--- src/rtl/shifter_pkg.sv ---
// Shared encodings for the iterative shift unit: operation modes and FSM states.
package shifter_pkg;

  typedef enum logic [1:0] {
    MODE_LSR = 2'b00,
    MODE_ASR = 2'b01,
    MODE_LSL = 2'b10,
    MODE_ROR = 2'b11
  } mode_e;

  typedef enum logic [1:0] {
    ST_IDLE  = 2'b00,
    ST_SHIFT = 2'b01,
    ST_DONE  = 2'b10
  } state_e;

endpackage

--- src/rtl/shift_step_unit.sv ---
// Combinational single-position shift step; also reports the bit that falls off the word.
module shift_step_unit
  import shifter_pkg::*;
#(
  parameter int unsigned WIDTH = 8
) (
  input  mode_e              mode_i,
  input  logic [WIDTH-1:0]   word_i,
  output logic [WIDTH-1:0]   word_o,
  output logic               out_bit_o
);

  always_comb begin
    word_o    = word_i;
    out_bit_o = 1'b0;
    unique case (mode_i)
      MODE_LSR: begin
        word_o    = {1'b0, word_i[WIDTH-1:1]};
        out_bit_o = word_i[0];
      end
      MODE_ASR: begin
        word_o    = {word_i[WIDTH-1], word_i[WIDTH-1:1]};
        out_bit_o = word_i[0];
      end
      MODE_LSL: begin
        word_o    = {word_i[WIDTH-2:0], 1'b0};
        out_bit_o = word_i[WIDTH-1];
      end
      MODE_ROR: begin
        word_o    = {word_i[0], word_i[WIDTH-1:1]};
        out_bit_o = word_i[0];
      end
      default: begin
        word_o    = word_i;
        out_bit_o = 1'b0;
      end
    endcase
  end

endmodule

--- src/rtl/param_right_shifter.sv ---
// Iterative multi-mode shifter, one bit per clock with a done pulse.
// Define SHIFTER_STICKY_EN to add the sticky_o output (OR of bits shifted out).
module param_right_shifter
  import shifter_pkg::*;
#(
  parameter int unsigned WIDTH = 8,
  localparam int unsigned AW = $clog2(WIDTH) + 1
) (
  input  logic              clk_i,
  input  logic              rst_i,
  input  logic              start_i,
  input  logic [1:0]        mode_i,
  input  logic [AW-1:0]     amt_i,
  input  logic [WIDTH-1:0]  din_i,
  output logic [WIDTH-1:0]  dout_o,
  output logic              busy_o,
  output logic              done_o
`ifdef SHIFTER_STICKY_EN
  ,
  output logic              sticky_o
`endif
);

  localparam logic [AW-1:0] WidthAw = AW'(WIDTH);

  state_e           state_q, state_d;
  mode_e            mode_q, mode_d;
  logic [AW-1:0]    cnt_q, cnt_d;
  logic [WIDTH-1:0] dout_q, dout_d;
  logic [WIDTH-1:0] step_word;
  logic [AW-1:0]    amt_eff;
  mode_e            mode_in;

  assign mode_in = mode_e'(mode_i);

  // Rotation wraps; every other mode saturates at a full-width shift.
  always_comb begin
    if (mode_in == MODE_ROR) begin
      amt_eff = amt_i % WidthAw;
    end else begin
      amt_eff = (amt_i > WidthAw) ? WidthAw : amt_i;
    end
  end

`ifdef SHIFTER_STICKY_EN
  logic sticky_q, sticky_d;
  logic step_out;

  shift_step_unit #(
    .WIDTH(WIDTH)
  ) u_step (
    .mode_i    (mode_q),
    .word_i    (dout_q),
    .word_o    (step_word),
    .out_bit_o (step_out)
  );
`else
  shift_step_unit #(
    .WIDTH(WIDTH)
  ) u_step (
    .mode_i    (mode_q),
    .word_i    (dout_q),
    .word_o    (step_word),
    .out_bit_o ()
  );
`endif

  always_comb begin
    state_d  = state_q;
    mode_d   = mode_q;
    cnt_d    = cnt_q;
    dout_d   = dout_q;
`ifdef SHIFTER_STICKY_EN
    sticky_d = sticky_q;
`endif
    unique case (state_q)
      ST_IDLE: begin
        if (start_i) begin
          dout_d  = din_i;
          mode_d  = mode_in;
          cnt_d   = amt_eff;
          state_d = (amt_eff == '0) ? ST_DONE : ST_SHIFT;
`ifdef SHIFTER_STICKY_EN
          sticky_d = 1'b0;
`endif
        end
      end
      ST_SHIFT: begin
        dout_d = step_word;
        cnt_d  = cnt_q - AW'(1);
        if (cnt_q == AW'(1)) begin
          state_d = ST_DONE;
        end
`ifdef SHIFTER_STICKY_EN
        // Rotation loses no information, so it never sets sticky.
        if (mode_q != MODE_ROR) begin
          sticky_d = sticky_q | step_out;
        end
`endif
      end
      ST_DONE: begin
        state_d = ST_IDLE;
      end
      default: begin
        state_d = ST_IDLE;
      end
    endcase
  end

  always_ff @(posedge clk_i) begin
    if (rst_i) begin
      state_q  <= ST_IDLE;
      mode_q   <= MODE_LSR;
      cnt_q    <= '0;
      dout_q   <= '0;
`ifdef SHIFTER_STICKY_EN
      sticky_q <= 1'b0;
`endif
    end else begin
      state_q  <= state_d;
      mode_q   <= mode_d;
      cnt_q    <= cnt_d;
      dout_q   <= dout_d;
`ifdef SHIFTER_STICKY_EN
      sticky_q <= sticky_d;
`endif
    end
  end

  assign dout_o = dout_q;
  assign busy_o = (state_q == ST_SHIFT) || (state_q == ST_DONE);
  assign done_o = (state_q == ST_DONE);
`ifdef SHIFTER_STICKY_EN
  assign sticky_o = sticky_q;
`endif

endmodule

--- config.mk ---
export PLATFORM = sky130hd
export DESIGN_NAME = param_right_shifter
export DESIGN_NICKNAME = d
export VERILOG_FILES = /design/src/rtl/shifter_pkg.sv /design/src/rtl/shift_step_unit.sv /design/src/rtl/param_right_shifter.sv
export SDC_FILE = /design/constraint.sdc
export NUM_CORES = 1
export LEC_CHECK = 0
export CAP_MARGIN = 40
export CORE_MARGIN = 2
export CORE_UTILIZATION = 51
export DETAILED_ROUTE_END_ITERATION = 10
export PLACE_DENSITY = 0.83
export SLEW_MARGIN = 20
export SYNTH_ARGS = -nofsm -noshare
export SYNTH_HDL_FRONTEND = slang
export SYNTH_SLANG_ARGS = --single-unit
--- constraint.sdc ---
create_clock -name clk_i -period 3.6 [get_ports clk_i]
set_input_delay 0.36 -clock clk_i [delete_from_list [all_inputs] [get_ports clk_i]]
set_output_delay 0.36 -clock clk_i [all_outputs]
set_load 0.02 [all_outputs]
### Yosys cells after proc, flatten, opt, wreduce, memory -nomap -nowiden

Cells that the tools add are included.

| storage, ports and cells | value |
|---|---|
| ROM bits | 0 |
| bits of input ports | 17 |
| latch bits | 0 |
| memories kept | 0 |
| memory bits (writable) | 0 |
| flip-flop bits (word level) | 16 |

| operators by class | value |
|---|---|
| equal/unequal tests | 10 |
| add/subtract/negate cells | 1 |
| divide/modulo/power cells | 0 |
| bitwise operators | 0 |
| multiplexer cells | 11 |
| multipliers | 0 |
| order comparisons | 1 |
| reduce and logical (&&, ||, !) cells | 9 |
| shift operators | 0 |

Operator list:

| operator | number |
|---|---|
| $pmux 8 s4 | 1 |
| $pmux 8 s2 | 1 |
| $mux 4 | 3 |
| $eq 2x2->1 const B | 4 |
| $mux 8 | 1 |
| $pmux 4 s2 | 1 |
| $mux 2 | 3 |
| $ne 2x2->1 const B | 3 |
| $reduce_and 2->1 | 3 |
| $eq 2x1->1 const B | 2 |
| $eq 4x1->1 const B | 1 |
| $gt 4x4->1 const B | 1 |
| $logic_not 2->1 | 2 |
| $logic_not 4->1 | 1 |
| $pmux 2 s2 | 1 |
| $sub 4x1->4 const B | 1 |
| $reduce_and 3->1 | 1 |
| $reduce_bool 2->1 | 1 |
| $logic_or 1x1->1 | 1 |

### Longest topological paths before layout

| logic depth | value |
|---|---|
| depth in word-level cells | 7 |
| mapped depth | 7 |
| mapped depth without buffers | 5 |

### By module

Synthesis repeated with hierarchy kept, for this count alone.

| unflattened totals | value |
|---|---|
| cells, all modules | 108 |
| area total of the unflattened synthesis | 1083.5 um^2 |

By module, submodules not included:

| module | seq. area each (um^2) | area an instance (um^2) | instances | cells an instance |
|---|---|---|---|---|
| param_right_shifter | 320.3 | 922.1 | 1 | 95 |
| shift_step_unit | 0.0 | 161.4 | 1 | 13 |

### Worst setup path before layout

OpenSTA, ideal clock, no wires.

| timing path | value |
|---|---|
| kind | reg2reg |
| from | register state_q[1] |
| to | register cnt_q[1] |
| stages on the path, launching flop included | 6 |
| arrival | 1346 ps |
| clock period less this slack | 1465 ps |
| required time | 3481 ps |
| slack | 2135 ps |
| path through | dfxtp_1 > inv_1 > ha_1 > buf_4 > mux2_4 > o221a_2 |

| between the ends | value |
|---|---|
| cells in the longest elaborated chain, start to end | 3 |
| elaborated cells between the ends (all ways) | 6 |

RTL lines:

| element | line | text |
|---|---|---|
| start, declared | param_right_shifter.sv:26 | `state_e state_q, state_d;` |
| start signal, assigned | param_right_shifter.sv:120 | `state_q <= state_d;` |
| $eq 2x1->1 / $logic_not 2->1 (equally long branches) | param_right_shifter.sv:76 | `unique case (state_q)` |
| $reduce_bool 2->1 (no line) / $ne 2x2->1 (equally long branches) | n/a |  |
| $reduce_and 2->1 (no line) | n/a |  |
| end signal, assigned | param_right_shifter.sv:122 | `cnt_q <= cnt_d;` |
| end, declared | param_right_shifter.sv:28 | `logic [AW-1:0] cnt_q, cnt_d;` |

Parallel ways exist; a longest one is shown, timed or not.
A chain may end at the register's enable or synchronous reset.

### Final worst setup path

| timing path | value |
|---|---|
| from | register state_q[1] |
| to | register dout_q[7], in the netlist dout_o[7] |

| between the ends | value |
|---|---|
| cells in the longest elaborated chain, start to end | 3 |
| elaborated cells between the ends (all ways) | 7 |

RTL lines:

| element | line | text |
|---|---|---|
| $eq 2x1->1 / $logic_not 2->1 (equally long branches) | param_right_shifter.sv:76 |  |
| $ne 2x2->1 (no line) / $reduce_bool 2->1 (equally long branches) | n/a |  |
| $reduce_and 3->1 (no line) | n/a |  |
| end signal, assigned | param_right_shifter.sv:123 | `dout_q <= dout_d;` |
| end, declared | param_right_shifter.sv:29 | `logic [WIDTH-1:0] dout_q, dout_d;` |

Parallel ways exist; a longest one is shown, timed or not.

==> impl_metrics.py <==
metrics = {
    "synth": {
        "synth_compound_area_share_pct": 26.2,
        "avgSynthCellArea_um2": 8.95,
        "synthFlopType": "dfxtp_1",
        "synth-xor-area-share_pct": 0,
        "synth_top_family_by_area": "compound AO/OA/AOI/OAI gates",
        "ys_ff_latch": 16,
        "syn_inst": 118,
        "yosysUniqueCellTypes": 40,
        "syn_nets": 140,
        "async_reset_ff_share_pct": 0,
        "synth_edf_count": 0,
        "synth_area_um2": 1060,
        "synth.area.mux_share_pct": 4.50,
        "synth_adder_area_share_pct": 5.92,
        "yosysSeqAreaShare_pct": 30.3,
        "yosys_warnings": 0,
        "yosys.area_share.simple_pct": 23.6,
    },
    "sta": {
        "fin_ws_ps": 1620,
        "relSlewSlack_pct": 48.9,
        "finalHoldViolations": 0,
        "clock.fmax_mhz": 504,
        "setup_viol": 0,
        "finClkSkew_ps": 4.40,
        "rsz0062_at_grt": "no",
        "tns_ps": 0,
        "worst_pin_slew_ps": 767,
        "drv_slew": 0,
        "fin_crit_sh_pct": 55.1,
        "hold_slack_ps": 516,
        "fin_crit_ps": 1980,
    },
    "drt": {
        "avgRoutedWirePerCell_um": 15.0,
        "drt_iter0_drc": 12,
        "dr_total_vias": 967,
        "drc": 0,
        "top_layer_used": "met4",
        "vias_per_cell": 5.86,
        "totalWireLength_um": 2470,
        "wl_met2_um": 1210,
        "met1Wirelength_um": 1100,
        "wl_met3_um": 148,
        "ant_nets": 0,
        "drt_pass1_iterations": 4,
    },
    "floorplanning": {
        "die_area_um2": 2450,
        "die_width_um": 49.5,
        "io_pins": 27,
        "core_area_um2": 1960,
        "dieHeight_um": 49.5,
        "fp-row-count": 16,
        "initial_core_util_pct": 53.8,
    },
    "placed_design": {
        "placed_cells": 162,
        "gp_congestion": 0.857,
        "io_buffers": 26,
        "dpl_worst_slack_ps": 1450,
        "hpwl_um": 1780,
    },
    "clocking": {
        "postCtsSetupBuffers": 0,
        "cts.sinks": 16,
        "cts_buffer_depth": 2,
        "clk_pin_slew_ps": 90,
        "cts_buffers": 3,
        "insertion_delay_ps": 280,
        "postCtsHoldBufs": 0,
        "cts_root_buf": "clkbuf_4",
        "cts_tree": "yes",
        "htree_levels": 1,
        "ctsResizeCount": 0,
    },
    "finish": {
        "layout-drive-gt1-share_pct": 7.97,
        "final_common_cell": "clkdlybuf4s50_1",
        "final_util_pct": 66.2,
        "area_growth_pct": 23.0,
        "multi_input_comb_area_um2": 636,
        "fin_nets": 162,
        "ff_latch_area_um2": 320,
        "final_cell_mix": "clkdlybuf4s50_1 (26), dfxtp_1 (16), nor2_1 (10), nand3_1 (8)",
        "fill_cells": 178,
        "fin_cells": 165,
        "antenna_cells": 0,
    },
    "worst_setup_path": {
        "start_kind": "flop",
        "crit_arrival_ps": 2190,
        "endpoint_kind": "flop",
        "cp_max_fo": 20,
        "critPathKind": "reg -> reg",
        "cp.required_ps": 3810,
    },
    "worst_hold_path": {
        "hold_path.class": "reg -> reg",
    },
    "power": {
        "ir_drop_mv": 0.306,
        "p_leak_nw": 0.504,
        "p_per_area_nw_per_um2": 393,
    },
    "global_route": {
        "grt_pass1_vias": 945,
        "grt.overflow.total": 0,
        "antenna_found_initial": 0,
        "grt_pass1_wl_um": 4150,
        "grt_max_degree": 21,
        "grt_usage_pct": 21.6,
    },
    "run_status": {
        "status": "finished clean",
    },
    "run": {
        "maxCapViolCount": 0,
    },
}
-- where the power goes --
part,total [mW],leakage (nW),switching (mW),internal (mW)
Clock,0.0936,0.0138,0.0548,0.0388
Sequential,0.225,0.132,0.0254,0.199
Combinational,0.192,0.359,0.100,0.0917
-- worst max-delay path, cell delays in order, from the launching register on --
cell,delay (ps)
dfxtp_1,350
inv_1,80
ha_1,650
inv_2,250
o311a_1,420
nor3_2,150
-- sequential cells by signal (all words and copies together) (netlist names) --
signal	cells
state_q	2
mode_q	2
cnt_q	4
dout_o	8
-- routing by layer --
layer  up-vias  track usage (%)
met4         0             3.70
met2        30             40.1
met5         -                0
met1       451             24.1
li1        484                -
met3         2             6.97
-- final cells by class --
class	instances	area share [%]
sequential	16	24.7
multi-input combinational	86	48.9
inverter	7	2.02
timing repair buffer	26	20.0
tap	27	2.60
clock buffer	3	1.73
-- cell usage after synthesis (3+ instances only) --
cell type	count	area share (%)
a211oi_1	7	5.0
a21oi_1	5	2.4
and3b_1	7	5.8
buf_6	4	4.3
dfxtp_1	16	30
ha_1	5	5.9
inv_1	5	1.8
nand2_1	5	1.8
nand3_1	8	3.8
nor2_1	10	3.6
nor3b_1	3	2.1
o21ai_0	5	2.4
o41ai_1	4	3.3
or3_1	3	1.8
-- per-stage QoR --
step,cell area [um2],power (mW)
6_report,1300,0.510
5_1_grt,1300,0.542
4_1_cts,1300,0.514
3_5_place_dp,1280,0.419
3_3_place_gp,1280,0.414
2_1_floorplan,1060,0.362
-- kinds of logic (layout without fill, tap and decap cells) --
logic type | Yosys count | after routing
AND/OR/NAND/NOR | 43 | 43
AO/OA/AOI/OAI | 35 | 35
flip-flops | 16 | 16
buffers and inverters | 16 | 36
adder cells (fa/ha/maj) | 5 | 5
multiplexers | 3 | 3
-- final timing paths --
path                                 start   endpoint  slack (ps)  cells after the start
worst max-delay path            state_q[1]  dout_o[7]        1620                      5
worst min-delay path             dout_o[1]  dout_o[1]         520                      2
worst max register to register  state_q[1]  dout_o[7]        1620                      5
worst min register to register   dout_o[1]  dout_o[1]         520                      2
No activity file was read; power rests on OpenSTA's default activity.
==> patch 1 (same settings) <==
`dout_q` no longer has a reset.
--- a/src/rtl/param_right_shifter.sv
+++ b/src/rtl/param_right_shifter.sv
@@ -112,7 +112,6 @@
       state_q  <= ST_IDLE;
       mode_q   <= MODE_LSR;
       cnt_q    <= '0;
-      dout_q   <= '0;
 `ifdef SHIFTER_STICKY_EN
       sticky_q <= 1'b0;
 `endif
@@ -120,11 +119,14 @@
       state_q  <= state_d;
       mode_q   <= mode_d;
       cnt_q    <= cnt_d;
-      dout_q   <= dout_d;
 `ifdef SHIFTER_STICKY_EN
       sticky_q <= sticky_d;
 `endif
     end
+  end
+
+  always_ff @(posedge clk_i) begin
+    dout_q <= dout_d;
   end
 
   assign dout_o = dout_q;
Formal check against the unedited RTL: not equivalent (a bounded check fails within 4 cycles, from zero or initial values and one cycle with rst_i high).
==> patch 1 against the original RTL <==
Routed wire length is 18% lower; synthesized area decreased by 13%; setup slack got worse by 130 ps; first-iteration DRC count grew to 2.6 times the old value; sequential cell count is the same; combinational power fell by 10%; sequential power up 8%; cell area fell by 6.3%; clock skew shrank 0.65 ps; power increased by 0.54%; non-clock buffer count did not move; critical endpoint is now cnt_q[2]; largest power group unchanged.
==> patch 1: results (changes against the original RTL) <==
first-pass GRT wire length: 3174 um (was 4153 um)
multi-input gates: 68 (was 86)
initial DRC count: 31 (was 12)
wire per inst: 13.77 um (was 14.98 um)
Seq area share: 32.89% (was 24.66%)
worst slack at placement: 1484 ps (was 1452 ps)
status: complete, no violations (unchanged)
layout cells sized above 1: 4.878% (was 7.971%)
Clock-cell share: 2.158% (was 1.734%)
syn_nets: 120 (was 140)
fraction of area in multi-input gates: 38.23% (was 48.94%)
Distinct cells, synth: 28 (was 40)
CLK BUF: 4 (was 3)
Synth area leaders: edfxtp_1 26%, dfxtp_1 17%, mux2i_1 9.8% (was dfxtp_1 30%, ha_1 5.9%, and3b_1 5.8%)
M2 GR Usage: 32.22% (was 40.09%)
Crit path arrival time: 2290 ps (was 2190 ps)
Post-Synth Adder-Cell Area: 6.775% (was 5.924%)
DR WL met2: 965 um (was 1212 um)
leakage power: 0.4504 nW (was 0.5042 nW)
Sw Ratio: 32.50% (was 35.35%)
Filler Cell Count: 135 (was 178)
largest net degree at the start of global routing: 26 (was 21)
number of synthesized flops with an enable pin: 8 (was 0)
WL met3: 113 um (was 148 um)
Global Route Usage Sum: 20.53% (was 21.56%)
met3 GRT Util: 4.314% (was 6.970%)
clock skew: 3.747 ps (was 4.397 ps)
Avg Synthesized Cell Area: 9.422 um2 (was 8.949 um2)
## patch 1: changes by cell type in the layout (fill, tap and decap cells not counted), sizes merged, moves of 4 or more
cell,delta
a21oi,+4
mux2i,+7
o41ai,-6
a211oi,-6
nand3,-6
edfxtp,+8
and3b,-7
dfxtp,-8
## patch 1: path summary, 6_finish.rpt
| kind | startpoint | end | slack [ps] | cells past startpoint |
|---|---|---|---|---|
| max reg2reg | state_q[1] | cnt_q[2] | 1490 | 6 |
| max | state_q[1] | cnt_q[2] | 1490 | 6 |
| min | mode_q[1] | mode_q[1] | 520 | 2 |
| min reg2reg | mode_q[1] | mode_q[1] | 520 | 2 |
## patch 1: power groups by stage
| stage | Clock, mW | Sequential, mW | Combinational [mW] |
|---|---|---|---|
| global route | 0.109 | 0.245 | 0.190 |
| floorplan | 0 | 0.257 | 0.0928 |
| finish | 0.0987 | 0.242 | 0.172 |
| global placement | 0 | 0.244 | 0.167 |
| CTS | 0.0998 | 0.242 | 0.172 |
| detailed placement | 0 | 0.246 | 0.172 |
==> patch 2 (config.mk and constraints unchanged) <==
Made on the original files. Add a define of `SHIFTER_STICKY_EN`.
--- a/src/rtl/param_right_shifter.sv
+++ b/src/rtl/param_right_shifter.sv
@@ -1,5 +1,7 @@
 // Iterative multi-mode shifter, one bit per clock with a done pulse.
 // Define SHIFTER_STICKY_EN to add the sticky_o output (OR of bits shifted out).
+`define SHIFTER_STICKY_EN
+
 module param_right_shifter
   import shifter_pkg::*;
 #(
Formal check against the unedited RTL (old outputs only; new: sticky_o): equivalent (equiv_simple and equiv_induct, registers matched by name and starting in step).
==> patch 2 against the original RTL <==
Sequential share of layout area increased by 0.71 points; sequential cell count increased by 1; power increased by 22%; sequential power increased by 8%; utilization increased by 1.5 points; count of clock-buffer cells in the layout unchanged; synthesized area increased by 2.1%; setup slack got worse by 34 ps; register-to-register slack improved by 270 ps; clock skew decreased by 0.59 ps; cell area increased by 3.3%; routed wire length decreased by 3.9%; global-route usage decreased by 0.69 points; critical endpoint is now busy_o; largest power group is now combinational cells.
==> patch 2: results (changes against the original RTL) <==
Global Route Usage Sum: 20.87% (was 21.56%)
met1 Usage GRT: 27.19% (was 24.11%)
Multi-input gate area: 624.3 um2 (was 635.6 um2)
Post-Syn Instances: 120 (was 118)
initial DRC count: 35 (was 12)
slowest stage delay, CP: 610 ps (was 650 ps)
DRT met1 WL: 1069 um (was 1096 um)
Reg area: 340.3 um2 (was 320.3 um2)
first-pass GRT wire length: 4077 um (was 4153 um)
syn_nets: 142 (was 140)
largest net degree at the start of global routing: 31 (was 21)
M2 GR Usage: 34.21% (was 40.09%)
sequential share of power: 39.0% (was 44.0%)
DR WL met2: 1143 um (was 1212 um)
Clock-cell share: 2.052% (was 1.734%)
register bit total from synthesis: 17 (was 16)
final net count: 167 (was 162)
leakage power: 0.4791 nW (was 0.5042 nW)
status: complete, no violations (unchanged)
number of global-route vias before repair: 930 (was 945)
number of port buffers: 27 (was 26)
final WL: 2375 um (was 2471 um)
Sw Ratio: 38.65% (was 35.35%)
HPWL Detailed: 1720 um (was 1775 um)
Slew @ Worst Pin: 733.9 ps (was 767.0 ps)
patch 2: cell count changes after synthesis, sizes merged, moves of 3 or more:
cell / before / now
nand3: 8 / 4
nand2: 5 / 10
and3b: 7 / 0
a21o: 0 / 6
nor2: 10 / 3
o21ai: 5 / 8
mux2i: 2 / 5
or3: 3 / 0
inv: 6 / 10
a21oi: 5 / 17
o41ai: 6 / 1
a211oi: 7 / 3
patch 2: worst paths after layout:
| check | startpoint | to | slack (ps) |
|---|---|---|---|
| worst max-delay path | state_q[1] | busy_o | 1580 |
| worst min-delay path | mode_q[1] | mode_q[1] | 480 |
| worst max register to register | state_q[1] | dout_o[2] | 1890 |
| worst min register to register | mode_q[1] | mode_q[1] | 480 |
patch 2: stage by stage:
stage	setup slack (ps)	util, %	instance area [um2]	hold WS, ps
after floorplan	2115	-	1079	444.6
after global placement	1818	66.29	1314	465.6
after detailed placement	1714	66.29	1314	470.7
after CTS	1589	67.68	1341	485.4
final	1582	67.68	1341	478.9
after global routing	1526	67.68	1341	516.3
